==> config.mk <==
export PLATFORM = sky130hd
export DESIGN_NAME = dram_writer_flat
export DESIGN_NICKNAME = d
export VERILOG_FILES = /design/src/rtl/dram_axi_pkg.sv /design/src/rtl/dram_writer_if.sv /design/src/rtl/dram_burst_counter.sv /design/src/rtl/dram_writer.sv /design/src/flat_wrapper.sv
export SDC_FILE = /design/constraint.sdc
export NUM_CORES = 1
export LEC_CHECK = 0
export BUFFER_PORTS_ARGS = -buffer_cell sky130_fd_sc_hd__buf_2
export CORE_MARGIN = 2
export CORE_UTILIZATION = 45
export CTS_CLUSTER_DIAMETER = 60
export CTS_CLUSTER_SIZE = 25
export DETAILED_ROUTE_END_ITERATION = 6
export MAX_ROUTING_LAYER = met4
export PLACE_DENSITY = 0.78
export SLEW_MARGIN = 40
export SYNTH_ARGS = -nofsm -noshare
export SYNTH_HDL_FRONTEND = slang
export SYNTH_SLANG_ARGS = --single-unit
==> constraint.sdc <==
create_clock -name ACLK -period 2.2 [get_ports ACLK]
set_input_delay 0.11 -clock ACLK [delete_from_list [all_inputs] [get_ports ACLK]]
set_output_delay 0.11 -clock ACLK [all_outputs]
set_load 0.01 [all_outputs]
==> src/rtl/dram_axi_pkg.sv <==
// dram_axi_pkg: AXI3 constants, channel state encoding and burst sizing shared
// by the DRAM reader and writer.
package dram_axi_pkg;

  localparam logic [1:0] SIZE_8B    = 2'b11;
  localparam logic [1:0] BURST_INCR = 2'b01;
  localparam logic [1:0] RESP_OKAY  = 2'b00;

  // Every beat moves one 64-bit word.
  localparam int unsigned BEAT_BYTES = 8;

  // Each AXI channel engine is either waiting for a config or working through it.
  typedef enum logic {
    ST_IDLE = 1'b0,
    ST_RUN  = 1'b1
  } run_state_t;

  // Bytes covered by one burst of 2^log2_beats beats.
  function automatic logic [31:0] burst_bytes(input int unsigned log2_beats);
    return 32'(BEAT_BYTES) << log2_beats;
  endfunction

endpackage

==> src/rtl/dram_writer_if.sv <==
// dram_writer_if: AXI3 write channels, config handshake and input stream of the
// DRAM writer. DRAM_WRITER_ERRFLAG_EN adds the ERR_FLAG / ERR_COUNT status.
interface dram_writer_if;

  logic [31:0] M_AXI_AWADDR;
  logic        M_AXI_AWVALID;
  logic        M_AXI_AWREADY;
  logic [3:0]  M_AXI_AWLEN;
  logic [1:0]  M_AXI_AWSIZE;
  logic [1:0]  M_AXI_AWBURST;
  logic [63:0] M_AXI_WDATA;
  logic [7:0]  M_AXI_WSTRB;
  logic        M_AXI_WVALID;
  logic        M_AXI_WREADY;
  logic        M_AXI_WLAST;
  logic        M_AXI_BVALID;
  logic        M_AXI_BREADY;
  logic [1:0]  M_AXI_BRESP;
  logic        CONFIG_VALID;
  logic        CONFIG_READY;
  logic [31:0] CONFIG_START_ADDR;
  logic [31:0] CONFIG_NBYTES;
  logic        din_valid;
  logic        din_ready;
  logic [63:0] din;
`ifdef DRAM_WRITER_ERRFLAG_EN
  logic        ERR_FLAG;
  logic [15:0] ERR_COUNT;
`endif

  modport master (
    output M_AXI_AWADDR, M_AXI_AWVALID, M_AXI_AWLEN, M_AXI_AWSIZE, M_AXI_AWBURST,
    output M_AXI_WDATA, M_AXI_WSTRB, M_AXI_WVALID, M_AXI_WLAST, M_AXI_BREADY,
    output CONFIG_READY, din_ready,
    input  M_AXI_AWREADY, M_AXI_WREADY, M_AXI_BVALID, M_AXI_BRESP,
    input  CONFIG_VALID, CONFIG_START_ADDR, CONFIG_NBYTES, din_valid, din
`ifdef DRAM_WRITER_ERRFLAG_EN
    , output ERR_FLAG, ERR_COUNT
`endif
  );

  modport slave (
    input  M_AXI_AWADDR, M_AXI_AWVALID, M_AXI_AWLEN, M_AXI_AWSIZE, M_AXI_AWBURST,
    input  M_AXI_WDATA, M_AXI_WSTRB, M_AXI_WVALID, M_AXI_WLAST, M_AXI_BREADY,
    input  CONFIG_READY, din_ready,
    output M_AXI_AWREADY, M_AXI_WREADY, M_AXI_BVALID, M_AXI_BRESP,
    output CONFIG_VALID, CONFIG_START_ADDR, CONFIG_NBYTES, din_valid, din
`ifdef DRAM_WRITER_ERRFLAG_EN
    , input ERR_FLAG, ERR_COUNT
`endif
  );

endinterface

==> src/rtl/dram_burst_counter.sv <==
// dram_burst_counter: 32-bit burst countdown with load, decrement and a flag
// marking the final outstanding burst.
module dram_burst_counter (
  input  logic        clk,
  input  logic        rst_n,
  input  logic        load,
  input  logic [31:0] load_val,
  input  logic        dec,
  output logic        last
);

  logic [31:0] cnt_q, cnt_d;

  // A fresh load takes priority; otherwise count down one burst per completion.
  always_comb begin
    cnt_d = cnt_q;
    if (load) begin
      cnt_d = load_val;
    end else if (dec) begin
      cnt_d = cnt_q - 32'd1;
    end
  end

  // Count register.
  always_ff @(posedge clk or negedge rst_n) begin
    if (!rst_n) begin
      cnt_q <= '0;
    end else begin
      cnt_q <= cnt_d;
    end
  end

  assign last = (cnt_q == 32'd1);

endmodule

==> src/rtl/dram_writer.sv <==
// dram_writer: AXI3 write master turning a 64-bit valid/ready stream into
// fixed-length INCR bursts. AW, W and B run as independent engines that all
// start from one config handshake. Optional macro DRAM_WRITER_ERRFLAG_EN adds a
// sticky error flag and a saturating count of non-OKAY write responses.
import dram_axi_pkg::*;

module dram_writer #(
  parameter int unsigned LOG2_BEATS = 4
) (
  input logic           ACLK,
  input logic           rst_n,
  dram_writer_if.master bus
);

  localparam int unsigned BEATS       = 1 << LOG2_BEATS;
  localparam logic [3:0]  LAST_BEAT   = 4'(BEATS - 1);
  localparam logic [31:0] BURST_BYTES = burst_bytes(LOG2_BEATS);

  run_state_t  aw_state_q, aw_state_d;
  run_state_t  w_state_q, w_state_d;
  run_state_t  b_state_q, b_state_d;
  logic [31:0] awaddr_q, awaddr_d;
  logic [3:0]  beat_q, beat_d;
  logic [31:0] nb;
  logic        cfg_ready, cfg_fire, nb_nonzero;
  logic        aw_fire, w_fire, w_wrap, b_fire;
  logic        aw_last, w_last, b_last;

  assign cfg_ready  = (aw_state_q == ST_IDLE) && (w_state_q == ST_IDLE) && (b_state_q == ST_IDLE);
  assign cfg_fire   = bus.CONFIG_VALID && cfg_ready;
  assign nb         = bus.CONFIG_NBYTES >> (LOG2_BEATS + 3);
  assign nb_nonzero = (nb != 32'd0);
  assign aw_fire    = (aw_state_q == ST_RUN) && bus.M_AXI_AWREADY;
  assign w_fire     = (w_state_q == ST_RUN) && bus.din_valid && bus.M_AXI_WREADY;
  assign w_wrap     = w_fire && (beat_q == LAST_BEAT);
  assign b_fire     = (b_state_q == ST_RUN) && bus.M_AXI_BVALID;

  dram_burst_counter u_aw_cnt (
    .clk(ACLK), .rst_n(rst_n), .load(cfg_fire), .load_val(nb), .dec(aw_fire), .last(aw_last)
  );
  dram_burst_counter u_w_cnt (
    .clk(ACLK), .rst_n(rst_n), .load(cfg_fire), .load_val(nb), .dec(w_wrap), .last(w_last)
  );
  dram_burst_counter u_b_cnt (
    .clk(ACLK), .rst_n(rst_n), .load(cfg_fire), .load_val(nb), .dec(b_fire), .last(b_last)
  );

  // AW engine: issue one address per burst, stepping by the burst size.
  always_comb begin
    aw_state_d = aw_state_q;
    awaddr_d   = awaddr_q;
    if (cfg_fire) begin
      awaddr_d = bus.CONFIG_START_ADDR;
      if (nb_nonzero) aw_state_d = ST_RUN;
    end else if (aw_fire) begin
      awaddr_d = awaddr_q + BURST_BYTES;
      if (aw_last) aw_state_d = ST_IDLE;
    end
  end

  // W engine: count beats within a burst; the final beat of the final burst ends it.
  always_comb begin
    w_state_d = w_state_q;
    beat_d    = beat_q;
    if (cfg_fire) begin
      beat_d = 4'd0;
      if (nb_nonzero) w_state_d = ST_RUN;
    end else if (w_fire) begin
      beat_d = w_wrap ? 4'd0 : beat_q + 4'd1;
      if (w_wrap && w_last) w_state_d = ST_IDLE;
    end
  end

  // B engine: accept one response per burst.
  always_comb begin
    b_state_d = b_state_q;
    if (cfg_fire) begin
      if (nb_nonzero) b_state_d = ST_RUN;
    end else if (b_fire && b_last) begin
      b_state_d = ST_IDLE;
    end
  end

  // State, address and beat registers.
  always_ff @(posedge ACLK or negedge rst_n) begin
    if (!rst_n) begin
      aw_state_q <= ST_IDLE;
      w_state_q  <= ST_IDLE;
      b_state_q  <= ST_IDLE;
      awaddr_q   <= '0;
      beat_q     <= '0;
    end else begin
      aw_state_q <= aw_state_d;
      w_state_q  <= w_state_d;
      b_state_q  <= b_state_d;
      awaddr_q   <= awaddr_d;
      beat_q     <= beat_d;
    end
  end

  assign bus.M_AXI_AWADDR  = awaddr_q;
  assign bus.M_AXI_AWVALID = (aw_state_q == ST_RUN);
  assign bus.M_AXI_AWLEN   = LAST_BEAT;
  assign bus.M_AXI_AWSIZE  = SIZE_8B;
  assign bus.M_AXI_AWBURST = BURST_INCR;
  assign bus.M_AXI_WDATA   = bus.din;
  assign bus.M_AXI_WSTRB   = 8'hFF;
  assign bus.M_AXI_WVALID  = (w_state_q == ST_RUN) && bus.din_valid;
  assign bus.M_AXI_WLAST   = (beat_q == LAST_BEAT);
  assign bus.din_ready     = (w_state_q == ST_RUN) && bus.M_AXI_WREADY;
  assign bus.M_AXI_BREADY  = (b_state_q == ST_RUN);
  assign bus.CONFIG_READY  = cfg_ready;

`ifdef DRAM_WRITER_ERRFLAG_EN
  logic        err_flag_q, err_flag_d;
  logic [15:0] err_count_q, err_count_d;
  logic        bad_resp;

  assign bad_resp = b_fire && (bus.M_AXI_BRESP != RESP_OKAY);

  // Sticky flag and saturating count of bad responses, cleared by a new config.
  always_comb begin
    err_flag_d  = err_flag_q;
    err_count_d = err_count_q;
    if (cfg_fire) begin
      err_flag_d  = 1'b0;
      err_count_d = '0;
    end else if (bad_resp) begin
      err_flag_d = 1'b1;
      if (err_count_q != 16'hFFFF) err_count_d = err_count_q + 16'd1;
    end
  end

  // Error status registers.
  always_ff @(posedge ACLK or negedge rst_n) begin
    if (!rst_n) begin
      err_flag_q  <= 1'b0;
      err_count_q <= '0;
    end else begin
      err_flag_q  <= err_flag_d;
      err_count_q <= err_count_d;
    end
  end

  assign bus.ERR_FLAG  = err_flag_q;
  assign bus.ERR_COUNT = err_count_q;
`else
  logic bresp_unused;
  assign bresp_unused = ^bus.M_AXI_BRESP;
`endif

endmodule

==> src/flat_wrapper.sv <==
// flat-port wrapper written by rule: the top's interface ports become plain ports
module dram_writer_flat 
#(
  parameter int unsigned LOG2_BEATS = 4
)
  (ACLK, rst_n, bus_M_AXI_AWADDR, bus_M_AXI_AWVALID, bus_M_AXI_AWLEN, bus_M_AXI_AWSIZE, bus_M_AXI_AWBURST, bus_M_AXI_WDATA, bus_M_AXI_WSTRB, bus_M_AXI_WVALID, bus_M_AXI_WLAST, bus_M_AXI_BREADY, bus_CONFIG_READY, bus_din_ready, bus_M_AXI_AWREADY, bus_M_AXI_WREADY, bus_M_AXI_BVALID, bus_M_AXI_BRESP, bus_CONFIG_VALID, bus_CONFIG_START_ADDR, bus_CONFIG_NBYTES, bus_din_valid, bus_din);
  dram_writer_if bus_i ();
  input logic ACLK;
  input logic rst_n;
  output wire logic [$bits(bus_i.M_AXI_AWADDR)-1:0] bus_M_AXI_AWADDR;
  output wire logic [$bits(bus_i.M_AXI_AWVALID)-1:0] bus_M_AXI_AWVALID;
  output wire logic [$bits(bus_i.M_AXI_AWLEN)-1:0] bus_M_AXI_AWLEN;
  output wire logic [$bits(bus_i.M_AXI_AWSIZE)-1:0] bus_M_AXI_AWSIZE;
  output wire logic [$bits(bus_i.M_AXI_AWBURST)-1:0] bus_M_AXI_AWBURST;
  output wire logic [$bits(bus_i.M_AXI_WDATA)-1:0] bus_M_AXI_WDATA;
  output wire logic [$bits(bus_i.M_AXI_WSTRB)-1:0] bus_M_AXI_WSTRB;
  output wire logic [$bits(bus_i.M_AXI_WVALID)-1:0] bus_M_AXI_WVALID;
  output wire logic [$bits(bus_i.M_AXI_WLAST)-1:0] bus_M_AXI_WLAST;
  output wire logic [$bits(bus_i.M_AXI_BREADY)-1:0] bus_M_AXI_BREADY;
  output wire logic [$bits(bus_i.CONFIG_READY)-1:0] bus_CONFIG_READY;
  output wire logic [$bits(bus_i.din_ready)-1:0] bus_din_ready;
  input wire logic [$bits(bus_i.M_AXI_AWREADY)-1:0] bus_M_AXI_AWREADY;
  input wire logic [$bits(bus_i.M_AXI_WREADY)-1:0] bus_M_AXI_WREADY;
  input wire logic [$bits(bus_i.M_AXI_BVALID)-1:0] bus_M_AXI_BVALID;
  input wire logic [$bits(bus_i.M_AXI_BRESP)-1:0] bus_M_AXI_BRESP;
  input wire logic [$bits(bus_i.CONFIG_VALID)-1:0] bus_CONFIG_VALID;
  input wire logic [$bits(bus_i.CONFIG_START_ADDR)-1:0] bus_CONFIG_START_ADDR;
  input wire logic [$bits(bus_i.CONFIG_NBYTES)-1:0] bus_CONFIG_NBYTES;
  input wire logic [$bits(bus_i.din_valid)-1:0] bus_din_valid;
  input wire logic [$bits(bus_i.din)-1:0] bus_din;
  assign bus_M_AXI_AWADDR = bus_i.M_AXI_AWADDR;
  assign bus_M_AXI_AWVALID = bus_i.M_AXI_AWVALID;
  assign bus_M_AXI_AWLEN = bus_i.M_AXI_AWLEN;
  assign bus_M_AXI_AWSIZE = bus_i.M_AXI_AWSIZE;
  assign bus_M_AXI_AWBURST = bus_i.M_AXI_AWBURST;
  assign bus_M_AXI_WDATA = bus_i.M_AXI_WDATA;
  assign bus_M_AXI_WSTRB = bus_i.M_AXI_WSTRB;
  assign bus_M_AXI_WVALID = bus_i.M_AXI_WVALID;
  assign bus_M_AXI_WLAST = bus_i.M_AXI_WLAST;
  assign bus_M_AXI_BREADY = bus_i.M_AXI_BREADY;
  assign bus_CONFIG_READY = bus_i.CONFIG_READY;
  assign bus_din_ready = bus_i.din_ready;
  assign bus_i.M_AXI_AWREADY = bus_M_AXI_AWREADY;
  assign bus_i.M_AXI_WREADY = bus_M_AXI_WREADY;
  assign bus_i.M_AXI_BVALID = bus_M_AXI_BVALID;
  assign bus_i.M_AXI_BRESP = bus_M_AXI_BRESP;
  assign bus_i.CONFIG_VALID = bus_CONFIG_VALID;
  assign bus_i.CONFIG_START_ADDR = bus_CONFIG_START_ADDR;
  assign bus_i.CONFIG_NBYTES = bus_CONFIG_NBYTES;
  assign bus_i.din_valid = bus_din_valid;
  assign bus_i.din = bus_din;
  dram_writer #(.LOG2_BEATS(LOG2_BEATS)) u_core (.ACLK(ACLK), .rst_n(rst_n), .bus(bus_i));
endmodule
==> results of run 1 <==
-- kinds of logic after synthesis --
kind of cell | synth area share (%)
AOI/OAI and AO/OA | 12.0
xor gates and xnor gates | 8.66
adders and majority gates | 1.29
buffers and inverters | 10.3
DFF | 43.4
other | 0.0965
and+or+nand+nor | 24.3
-- layout make-up --
type | instances | area (um2)
Fill cell | 1482 | 7700
Tap cell | 225 | 282
Clock buffer | 22 | 464
Clock inverter | 5 | 52.6
Sequential cell | 135 | 3380
Timing Repair Buffer | 189 | 1290
Inverter | 16 | 60.1
Multi-Input combinational cell | 622 | 3880
-- power by group through the flow --
stage | combinational (W) | sequential, W | clock (W)
6_report | 0.00502 | 0.00440 | 0.00255
5_1_grt | 0.00553 | 0.00452 | 0.00270
4_1_cts | 0.00457 | 0.00430 | 0.00260
3_5_place_dp | 0.00441 | 0.00431 | 0
3_3_place_gp | 0.00425 | 0.00426 | 0
2_1_floorplan | 0.00312 | 0.00427 | 0
-- path summary, 6_finish.rpt --
| check | endpoint | cells past startpoint |
|---|---|---|
| min in group asynchronous | u_core.u_aw_cnt.cnt_q[16]$_DFFE_PN0P_ | 2 |
| hold reg to reg | u_core.bus.M_AXI_AWADDR[2]$_DFFE_PN0P_ | 2 |
| max in group asynchronous | u_core.bus.M_AXI_AWADDR[3]$_DFFE_PN0P_ | 3 |
| setup reg to reg | u_core.u_w_cnt.cnt_q[26]$_DFFE_PN0P_ | 5 |
| hold / removal | u_core.u_aw_cnt.cnt_q[7]$_DFFE_PN0P_ | 3 |
| setup / recovery | u_core.u_w_cnt.cnt_q[26]$_DFFE_PN0P_ | 5 |
-- placed cells by master (no fill, tap or decap), types with 7 or more instances in the layout --
| cell | n |
|---|---|
| xor2_1 | 16 |
| nand4_1 | 13 |
| inv_1 | 16 |
| o31ai_1 | 8 |
| a21oi_1 | 84 |
| ha_1 | 8 |
| xnor2_1 | 61 |
| conb_1 | 16 |
| o21ai_0 | 18 |
| or4_1 | 14 |
| dfrtp_1 | 135 |
| dlygate4sd3_1 | 36 |
| o211ai_1 | 10 |
| nand3_1 | 26 |
| buf_2 | 100 |
| nor4_4 | 7 |
| nor3_1 | 35 |
| nand2_1 | 82 |
| o311ai_0 | 7 |
| or4_4 | 7 |
| nor4_2 | 9 |
| nor4_1 | 30 |
| clkbuf_16 | 17 |
| nor2_1 | 78 |
| or3_1 | 17 |
| buf_4 | 48 |
-- metal layers --
metal  part of all wire, %  global-route usage (%)
met1                    42                    28.8
met2                    49                    36.6
met3                   6.0                    4.41
met4                   2.8                    10.1
met5                     0                       -
-- timing repair --
| action | CTS | global route |
|---|---|---|
| resized for setup | 8 | 26 |
| hold endpoints to repair | 86 | 0 |
| hold buffers | 36 | 0 |
| cloned | 0 | 2 |
| setup endpoints to repair | 8 | 35 |
| pin swaps | 0 | 7 |
-- state kept, by name, summed over array words and instances (netlist names) --
register / flops
u_core.beat_q: 4
u_core.u_aw_cnt.cnt_q: 32
u_core.bus.M_AXI_BREADY: 1
u_core.bus.M_AXI_AWVALID: 1
u_core.u_b_cnt.cnt_q: 32
u_core.bus.M_AXI_AWADDR: 32
u_core.u_w_cnt.cnt_q: 32
u_core.w_state_q: 1
-- metrics by stage --
stage | setup WS (ns) | area [um2]
2_1_floorplan | -0.00453 | 7850
3_3_place_gp | -0.0109 | 8330
3_5_place_dp | -0.0477 | 8330
4_1_cts | -0.0185 | 9250
5_1_grt | -0.133 | 9410
6_report | -0.0378 | 9410
-- critical path: cells and delay by family, from the launching register on --
kind,cells,cell delay [ns]
XOR/XNOR,1,0.18
AND/OR/NAND/NOR,4,1.54
flip-flops,1,0.39
==> results by group, run 1 <==
Setup path
  – Max FO, Critical Path: 5
  – Reg-to-reg slack, setup: -0.04 ns
  – Element type at the critical path end: flop
  – Crit path from: u_core.u_w_cnt.cnt_q[8]$_DFFE_PN0P_
  – Critical path launch point type: flop
  – Most frequent CP cell: or4_4
  – Worst setup path class: flop to flop
  – Slowest stage delay, CP: between 0.5 and 0.6 ns
  – Worst EP required: between 2 and 2.5 ns
  – Crit-path slowest cell: or4_4
  – CP cell instances: or4_4, or4_4, nor4_2, xnor2_1, nor2_1
  – Critical Path AT: roughly 2.5 ns
  – R2R Path Start: u_core.u_w_cnt.cnt_q[8]$_DFFE_PN0P_

Floorplan
  – Starting Density: 45.5%
  – # rows: 48
  – Die W: approximately 140 um
  – Die Area: 18400 um2
  – Ports: ~260
  – Die height: 136 um
  – CORE AREA: 17100 um2

STA
  – Tightest Pin Transition: 0.685 ns
  – Final setup TNS: -0.0531 ns
  – Final setup vio count: 2
  – Worst hold slack: around 0.017 ns
  – RSZ-0062 raised after global routing: true
  – Fin. max-slew vios: 0
  – Worst Skew: between 0.006 and 0.007 ns
  – Final min period: 2.24 ns
  – Final period util: 102%
  – Final worst slack: -0.0378 ns
  – Hold Fails Final Rpt: 0
  – Max-slew headroom: a little over half
  – Max Freq: 0.447 GHz

CTS
  – CTS Root Cell: clkbuf_16
  – Clock sinks: 135
  – Num CTS Buffers: 17
  – Clock Path Buffers: 2
  – Clock Pin Slew Worst Setup and Hold Paths: 0.05 ns
  – TritonCTS clock tree: yes
  – Post-CTS setup repair buffer count: 0
  – H-tree Lvls: 4
  – Clk_lat worst skew: between 0.4 and 0.5 ns

Synthesis
  – Commonest cells in the netlist: dfrtp_1, a21oi_1, nand2_1
  – Most numerous cell in the Yosys netlist: dfrtp_1
  – FFs w/ async S/R, synth: 100%
  – Synth warn: 0
  – Top post-synthesis cells by area: dfrtp_1, buf_4, xnor2_1, a21oi_1, nand2_1
  – Synth cell types: 51
  – Predominant post-synthesis flop cell: dfrtp_1
  – Post-synth top area cell: dfrtp_1
  – Netlist Area Pre-Place: 7790 um2
  – Synth Register Bits: roughly 140
  – Seq/Total Area, Yosys: approximately 43%
  – Top cell type's share of synthesized area: 43.4%
  – Mapped Avg Cell Area: 8.96 um2
  – Gate Count Post-Synth: around 870
  – Post-synth EDFFs: 0

Global routing
  – First-pass GRT wire length: 32500 um
  – Vias in the first global route: 6608
  – Largest net degree at the start of global routing: 71
  – Initial antenna violation count: 0
  – GRT Util Overall: 23.1%
  – GR Overflow Total: 0

Routing
  – Final wirelength: 20500 um
  – Via Count: 6899
  – # DRC: 0
  – Drt pass-1 iters: 5
  – Post-DR wirelength/cell: about 17 um
  – Post-route ant nets: 0
  – Drt first-iter violations: 487
  – Vias per cell: around 5.7

Status
  – Violated checks: negative setup slack
  – Status: finished with violations

Power and ir drop
  – Leak Pwr: 4.16 nW
  – Combinational share of power: 42.0%
  – Peak VDD IR: 0.738 mV
  – Part of the power in the clock network: 21.3%
  – Sw Share: 39.5%
  – NetSw: around 0.0047 W
  – Power Dens Cells: 1270 nW/um2
  – Pint: 0.00724 W
  – Total power draw: 0.0120 W
  – Sequential share of power: 36.7%

Placed design
  – Port Buffer Count: between 100 and 150
  – Detailed placement HPWL: 13900 um
  – Placed insts: 1149
  – RD Place Congestion: 0.917

Final layout
  – Non-Filler Instances: between 1000 and 1500
  – Layout area overhead: 20.9%
  – Nets@finish: about 1100
  – Layout cell share with drive strength beyond 1: 22.2%
  – Diodes inserted: 0
  – Final core utilization: between 50 and 60%

Flow run
  – Max-Cap Viols: 0

Hold path
  – HP Start: bus_CONFIG_NBYTES[14]
  – Hold/Removal Path Class: input port to flop
Power figures use the tool's default switching activity.
==> run 2, diff against run 1 <==
==> constraint.sdc (replaced) <==
create_clock -name ACLK -period 2.2 [get_ports ACLK]
set_input_delay 0.44 -clock ACLK [delete_from_list [all_inputs] [get_ports ACLK]]
set_output_delay 0.44 -clock ACLK [all_outputs]
set_load 0.01 [all_outputs]
==> run 2 against run 1 <==
  * The run now ends clean
  * Clock power increased by 13%
  * Final cell count decreased by 2.2%
  * Setup slack better by 0.067 ns
  * Routed wire length shrank 4.6%
  * Largest cell class unchanged
==> results by group, run 2 (synthesis gave the netlist of run 1 again) <==
Global routing
  – Largest net degree at the start of global routing: 71
  – Vias in the first global route: 6543
  – GR Overflow Total: 0
  – GRT Util Overall: 22.2%
  – Initial antenna violation count: 0
  – First-pass GRT wire length: 31400 um

Floorplan
  – Die height: approximately 140 um
  – Starting Density: 45.5%
  – CORE AREA: 17100 um2
  – # rows: 48
  – Die W: 136 um
  – Ports: 255
  – Die Area: 18400 um2

CTS
  – Clk_lat worst skew: 0.42 ns
  – Num CTS Buffers: 17
  – TritonCTS clock tree: yes
  – CTS Root Cell: clkbuf_16
  – Clock Path Buffers: 2
  – Clock Pin Slew Worst Setup and Hold Paths: 0.06 ns
  – Clock sinks: between 100 and 150
  – H-tree Lvls: 4

Routing
  – Post-DR wirelength/cell: 16.5 um
  – Drt first-iter violations: 444
  – Post-route ant nets: 0
  – # DRC: 0
  – Via Count: 6733
  – Final wirelength: 19500 um
  – Vias per cell: 5.67
  – Drt pass-1 iters: 5

Final layout
  – Most frequent cells in the layout: dfrtp_1, buf_2, a21oi_1
  – Commonest non-fill, non-tap cell in the layout: dfrtp_1
  – Nets@finish: 1094
  – FILL cells: 1523
  – Diodes inserted: 0
  – Layout cell share with drive strength beyond 1: 22.6%
  – Layout area overhead: 17.0%
  – Final core utilization: between 50% and 60%

STA
  – Worst Skew: roughly 0.008 ns
  – Fin. max-slew vios: 0
  – Final worst slack: 0.0292 ns
  – Final min period: 2.17 ns
  – RSZ-0062 raised after global routing: true
  – Max-slew headroom: 54.9%
  – Final setup vio count: 0
  – Final setup TNS: 0 ns
  – Hold Fails Final Rpt: 0
  – Final period util: 98.7%
  – Max Freq: 0.461 GHz
  – Tightest Pin Transition: 0.675 ns

Power and ir drop
  – Leak Pwr: about 4.1 nW
  – Power Dens Cells: 1330 nW/um2
  – Peak VDD IR: ~0.8 mV

Hold path
  – WHS Path Cells: 3
  – Hold/Removal Path Class: input port to flop
  – HP Start: bus_CONFIG_START_ADDR[2]

Placed design
  – Detailed placement HPWL: 13400 um
  – Port Buffer Count: ~100
  – RD Place Congestion: 0.890
  – Pre-CTS WS: -0.0300 ns

Setup path
  – Max FO, Critical Path: 5
  – Crit path from: u_core.u_w_cnt.cnt_q[6]$_DFFE_PN0P_
  – Critical path launch point type: flop
  – Element type at the critical path end: flop
  – Critical Path AT: between 2 and 2.5 ns
  – Worst EP required: 2.50 ns
  – Reg2reg path depth: 6
  – Worst setup path class: flop to flop
  – R2R Path Start: u_core.u_w_cnt.cnt_q[6]$_DFFE_PN0P_

Flow run
  – Max-Cap Viols: 0

Status
  – Status: finished, final reports clean
run 2: cell types whose count changed in the layout (fill, tap and decap cells not counted), sizes merged:
cell / before / now
dlygate4sd3: 36 / 1
buf: 153 / 156
clkinv: 3 / 6
bufinv: 1 / 3
clkbuf: 22 / 23
clkinvlp: 1 / 0
run 2: timing repair:
item | in CTS | in global routing
setup buffers | 0 | 2
hold buffers | 1 | 0
pin swaps | 0 | 1
setup endpoints to repair | 10 | 25
gates resized for setup | 2 | 19
endpoints found under the hold margin | 40 | 0
gates cloned | 0 | 2
run 2: final cells by class:
cell class	instances	area [um2]	area share [%]
Inverter	16	60.1	0.659
Multi-Input combinational cell	622	3810	41.8
Clock inverter	9	124	1.36
Timing Repair Buffer	157	988	10.9
Tap cell	225	282	3.09
Sequential cell	135	3380	37.1
Clock buffer	23	468	5.14
run 2: report_power, final:
| part | leakage, nW | internal [W] | switching, W |
|---|---|---|---|
| sequential | 1.78 | 0.00340 | 0.000983 |
| combinational | 1.99 | 0.00224 | 0.00261 |
| clock | 0.295 | 0.00183 | 0.00104 |
run 2: critical path: stages, from the launching register on:
cell	delay [ns]
dfrtp_1	0.38
or4_4	0.57
or4_4	0.49
buf_4	0.17
nor4_4	0.25
xnor2_1	0.14
nor2_1	0.05
run 2: final timing paths:
path | slack [ns] | end
setup reg to reg | 0.03 | u_core.u_w_cnt.cnt_q[30]$_DFFE_PN0P_
hold reg to reg | 0.47 | u_core.bus.M_AXI_AWADDR[3]$_DFFE_PN0P_
min in group asynchronous | 0.50 | u_core.bus.M_AXI_AWADDR[10]$_DFFE_PN0P_
setup / recovery | 0.03 | u_core.u_w_cnt.cnt_q[30]$_DFFE_PN0P_
max in group asynchronous | 1.01 | u_core.u_w_cnt.cnt_q[17]$_DFFE_PN0P_
hold / removal | 0.21 | u_core.bus.M_AXI_AWADDR[2]$_DFFE_PN0P_
run 2: per-layer routing:
metal	global-route usage [%]	wire (um)	vias up
met1	27.7	8410	3239
met2	35.1	9360	251
met4	10.6	655	0
met5	-	0	-
met3	4.12	1130	63
li1	-	-	3180
run 2: stage by stage:
stage,power (W),hold slack [ns],instance area (um2),std cells
final,0.0121,0.210,9110,1187
after global routing,0.0129,0.223,9110,1187
after CTS,0.0117,0.198,8970,1183
after detailed placement,0.00871,0.396,8360,1150
after global placement,0.00853,0.396,8360,1150
after floorplan,0.00738,0.144,7850,883
==> run 3, diff against run 2 <==
--- a/config.mk
+++ b/config.mk
@@ -7,12 +7,12 @@
 export LEC_CHECK = 0
 export BUFFER_PORTS_ARGS = -buffer_cell sky130_fd_sc_hd__buf_2
 export CORE_MARGIN = 2
-export CORE_UTILIZATION = 45
+export CORE_UTILIZATION = 40
 export CTS_CLUSTER_DIAMETER = 60
 export CTS_CLUSTER_SIZE = 25
 export DETAILED_ROUTE_END_ITERATION = 6
 export MAX_ROUTING_LAYER = met4
-export PLACE_DENSITY = 0.78
+export PLACE_DENSITY = 0.71
 export SLEW_MARGIN = 40
 export SYNTH_ARGS = -nofsm -noshare
 export SYNTH_HDL_FRONTEND = slang
==> run 3 against run 2 <==
  * The flow now finishes with violations (negative setup slack)
  * Global-route usage shrank 2.0 points
  * Flip-flop and latch count did not move
  * Die area up 12%
  * Worst hold slack worse by 0.0069 ns
  * Combinational power is essentially flat
  * Maximum frequency decreased by 3.3%
  * Sequential power barely moved
  * Sequential share of layout area is 0.37 points lower
  * Routed wire length increased by 2.8%
  * Register-to-register slack worse by 0.07 ns
  * Via count fell by 0.49%
  * Final cell count is 3.3% higher
==> results by group, run 3 (synthesis gave the netlist of run 1 again) <==
CTS
  – CTS Root Cell: clkbuf_16
  – H-tree Lvls: 4
  – Clock sinks: ~140
  – Clock Path Buffers: 2
  – Clock Pin Slew Worst Setup and Hold Paths: 0.06 ns
  – Clk_lat worst skew: 0.43 ns
  – Num CTS Buffers: 17
  – TritonCTS clock tree: yes

Global routing
  – Met1 Use GR: 25.7%
  – Grt peak-use layer: met2
  – First-pass GRT wire length: ~32000 um
  – Met3 Use GR: 4.37%
  – GRT Util Overall: 20.3%
  – Initial antenna violation count: 0
  – Largest net degree at the start of global routing: 64
  – GR Overflow Total: 0
  – Met2 Use GR: between 30% and 40%
  – Vias in the first global route: 6359

Setup path
  – Most frequent CP cell: or4_4
  – Element type at the critical path end: flop
  – CP cell instances: or4_4, or4_4, nor4_2, xnor2_1, a21oi_1
  – Crit-path slowest cell: or4_4
  – Max FO, Critical Path: 5
  – Critical path launch point type: flop
  – Delay-heaviest family, CP: simple AND/OR/NAND/NOR gates
  – Slowest stage delay, CP: between 0.5 and 0.6 ns
  – CP bufs+invs: 0
  – Critical Path AT: 2.53 ns
  – Worst setup path class: flop to flop
  – Worst EP required: 2.49 ns

Placed design
  – Detailed placement HPWL: ~14000 um
  – RD Place Congestion: around 0.90
  – Port Buffer Count: 101

Final layout
  – Commonest non-fill, non-tap cell in the layout: dfrtp_1
  – Most frequent cells in the layout: dfrtp_1, buf_2, nand2_1
  – Layout cell share with drive strength beyond 1: a little under a quarter
  – Final core utilization: approximately 48%
  – Nets@finish: 1094
  – Layout area overhead: 18.2%
  – Diodes inserted: 0
  – FILL cells: about 1900

Power and ir drop
  – Peak VDD IR: 0.720 mV
  – Power Dens Cells: 1330 nW/um2
  – Leak Pwr: 4.08 nW

STA
  – Hold Fails Final Rpt: 0
  – Fin. max-slew vios: 0
  – Max-slew headroom: 54.7%
  – Tightest Pin Transition: 0.672 ns
  – RSZ-0062 raised after global routing: true
  – Final setup TNS: -0.101 ns
  – Worst hold slack: 0.203 ns
  – Final worst slack: -0.0454 ns
  – Final setup vio count: 4
  – Final period util: 102%
  – Max Freq: 0.445 GHz
  – Worst Skew: 0.00739 ns
  – Final min period: 2.25 ns

Routing
  – Post-route ant nets: 0
  – Via Count: 6700
  – Post-DR wirelength/cell: 16.4 um
  – Drt pass-1 iters: 5
  – # DRC: 0
  – Final wirelength: 20100 um
  – Drt first-iter violations: between 400 and 500
  – Vias per cell: 5.46

Flow run
  – Max-Cap Viols: 0

Floorplan
  – Die Area: 20600 um2
  – # rows: 51
  – Starting Density: 40.4%
  – Die W: 144 um
  – Ports: 255
  – Die height: around 140 um
  – CORE AREA: 19300 um2

Hold path
  – Hold/Removal Path Class: input port to flop

Status
  – Violated checks: negative setup slack
  – Status: finished with violations
run 3: cell types whose count changed in the layout (fill, tap and decap cells not counted), moves of 3 or more:
cell,before,now
nor3_2,1,5
a21oi_1,84,81
a21oi_2,1,4
nor3_1,39,35
run 3: final timing paths:
path,start,endpoint,slack [ns],cells after the start
max reg2reg,u_core.u_w_cnt.cnt_q[6]$_DFFE_PN0P_,u_core.u_w_cnt.cnt_q[23]$_DFFE_PN0P_,-0.05,5
max in group asynchronous,rst_n,u_core.u_aw_cnt.cnt_q[4]$_DFFE_PN0P_,1.00,3
min,bus_CONFIG_START_ADDR[6],u_core.bus.M_AXI_AWADDR[6]$_DFFE_PN0P_,0.20,3
min reg2reg,u_core.bus.M_AXI_AWADDR[5]$_DFFE_PN0P_,u_core.bus.M_AXI_AWADDR[5]$_DFFE_PN0P_,0.47,2
max,u_core.u_w_cnt.cnt_q[6]$_DFFE_PN0P_,u_core.u_w_cnt.cnt_q[23]$_DFFE_PN0P_,-0.05,5
min in group asynchronous,rst_n,u_core.bus.M_AXI_AWADDR[11]$_DFFE_PN0P_,0.49,2
run 3: power breakdown:
group	internal (W)	leakage, nW	total [W]	switching [W]
Clock	0.00186	0.293	0.00292	0.00106
Combinational	0.00223	2.00	0.00487	0.00264
Sequential	0.00339	1.78	0.00441	0.00101
run 3: cell type report:
type                            instances  area, um2  area share [%]
Clock buffer                           23        478            5.20
Clock inverter                          8        121            1.32
Inverter                               16       60.1           0.653
Multi-Input combinational cell        622       3860            42.0
Sequential cell                       135       3380            36.7
Tap cell                              265        332            3.60
Timing Repair Buffer                  157        967            10.5
run 3: through the flow:
step	setup slack, ns	cells	total power (W)	cell area, um2
after floorplan	-0.00453	883	0.00738	7850
after global placement	-0.0231	1190	0.00854	8380
after detailed placement	-0.0482	1190	0.00868	8380
after CTS	-0.0153	1222	0.0117	9010
after global routing	-0.0798	1226	0.0130	9200
final	-0.0454	1226	0.0122	9200
run 3: per-layer routing:
metal,vias up,part of all wire [%]
met3,43,4.7
met2,187,49
li1,3178,-
met1,3292,44
met5,-,0
met4,0,2.1
run 3: worst min-delay path: cells and delay by family:
kind	cells	cell delay [ns]
buf+inv	1	0.07
simple gates	2	0.08
run 3: what timing repair did:
item | in CTS | in global routing
setup endpoints to repair | 5 | 30
gates resized for setup | 3 | 32
pin swaps | 0 | 9
cloned | 0 | 2
endpoints found under the hold margin | 34 | 0
hold buffers | 1 | 0
setup buffers | 0 | 2
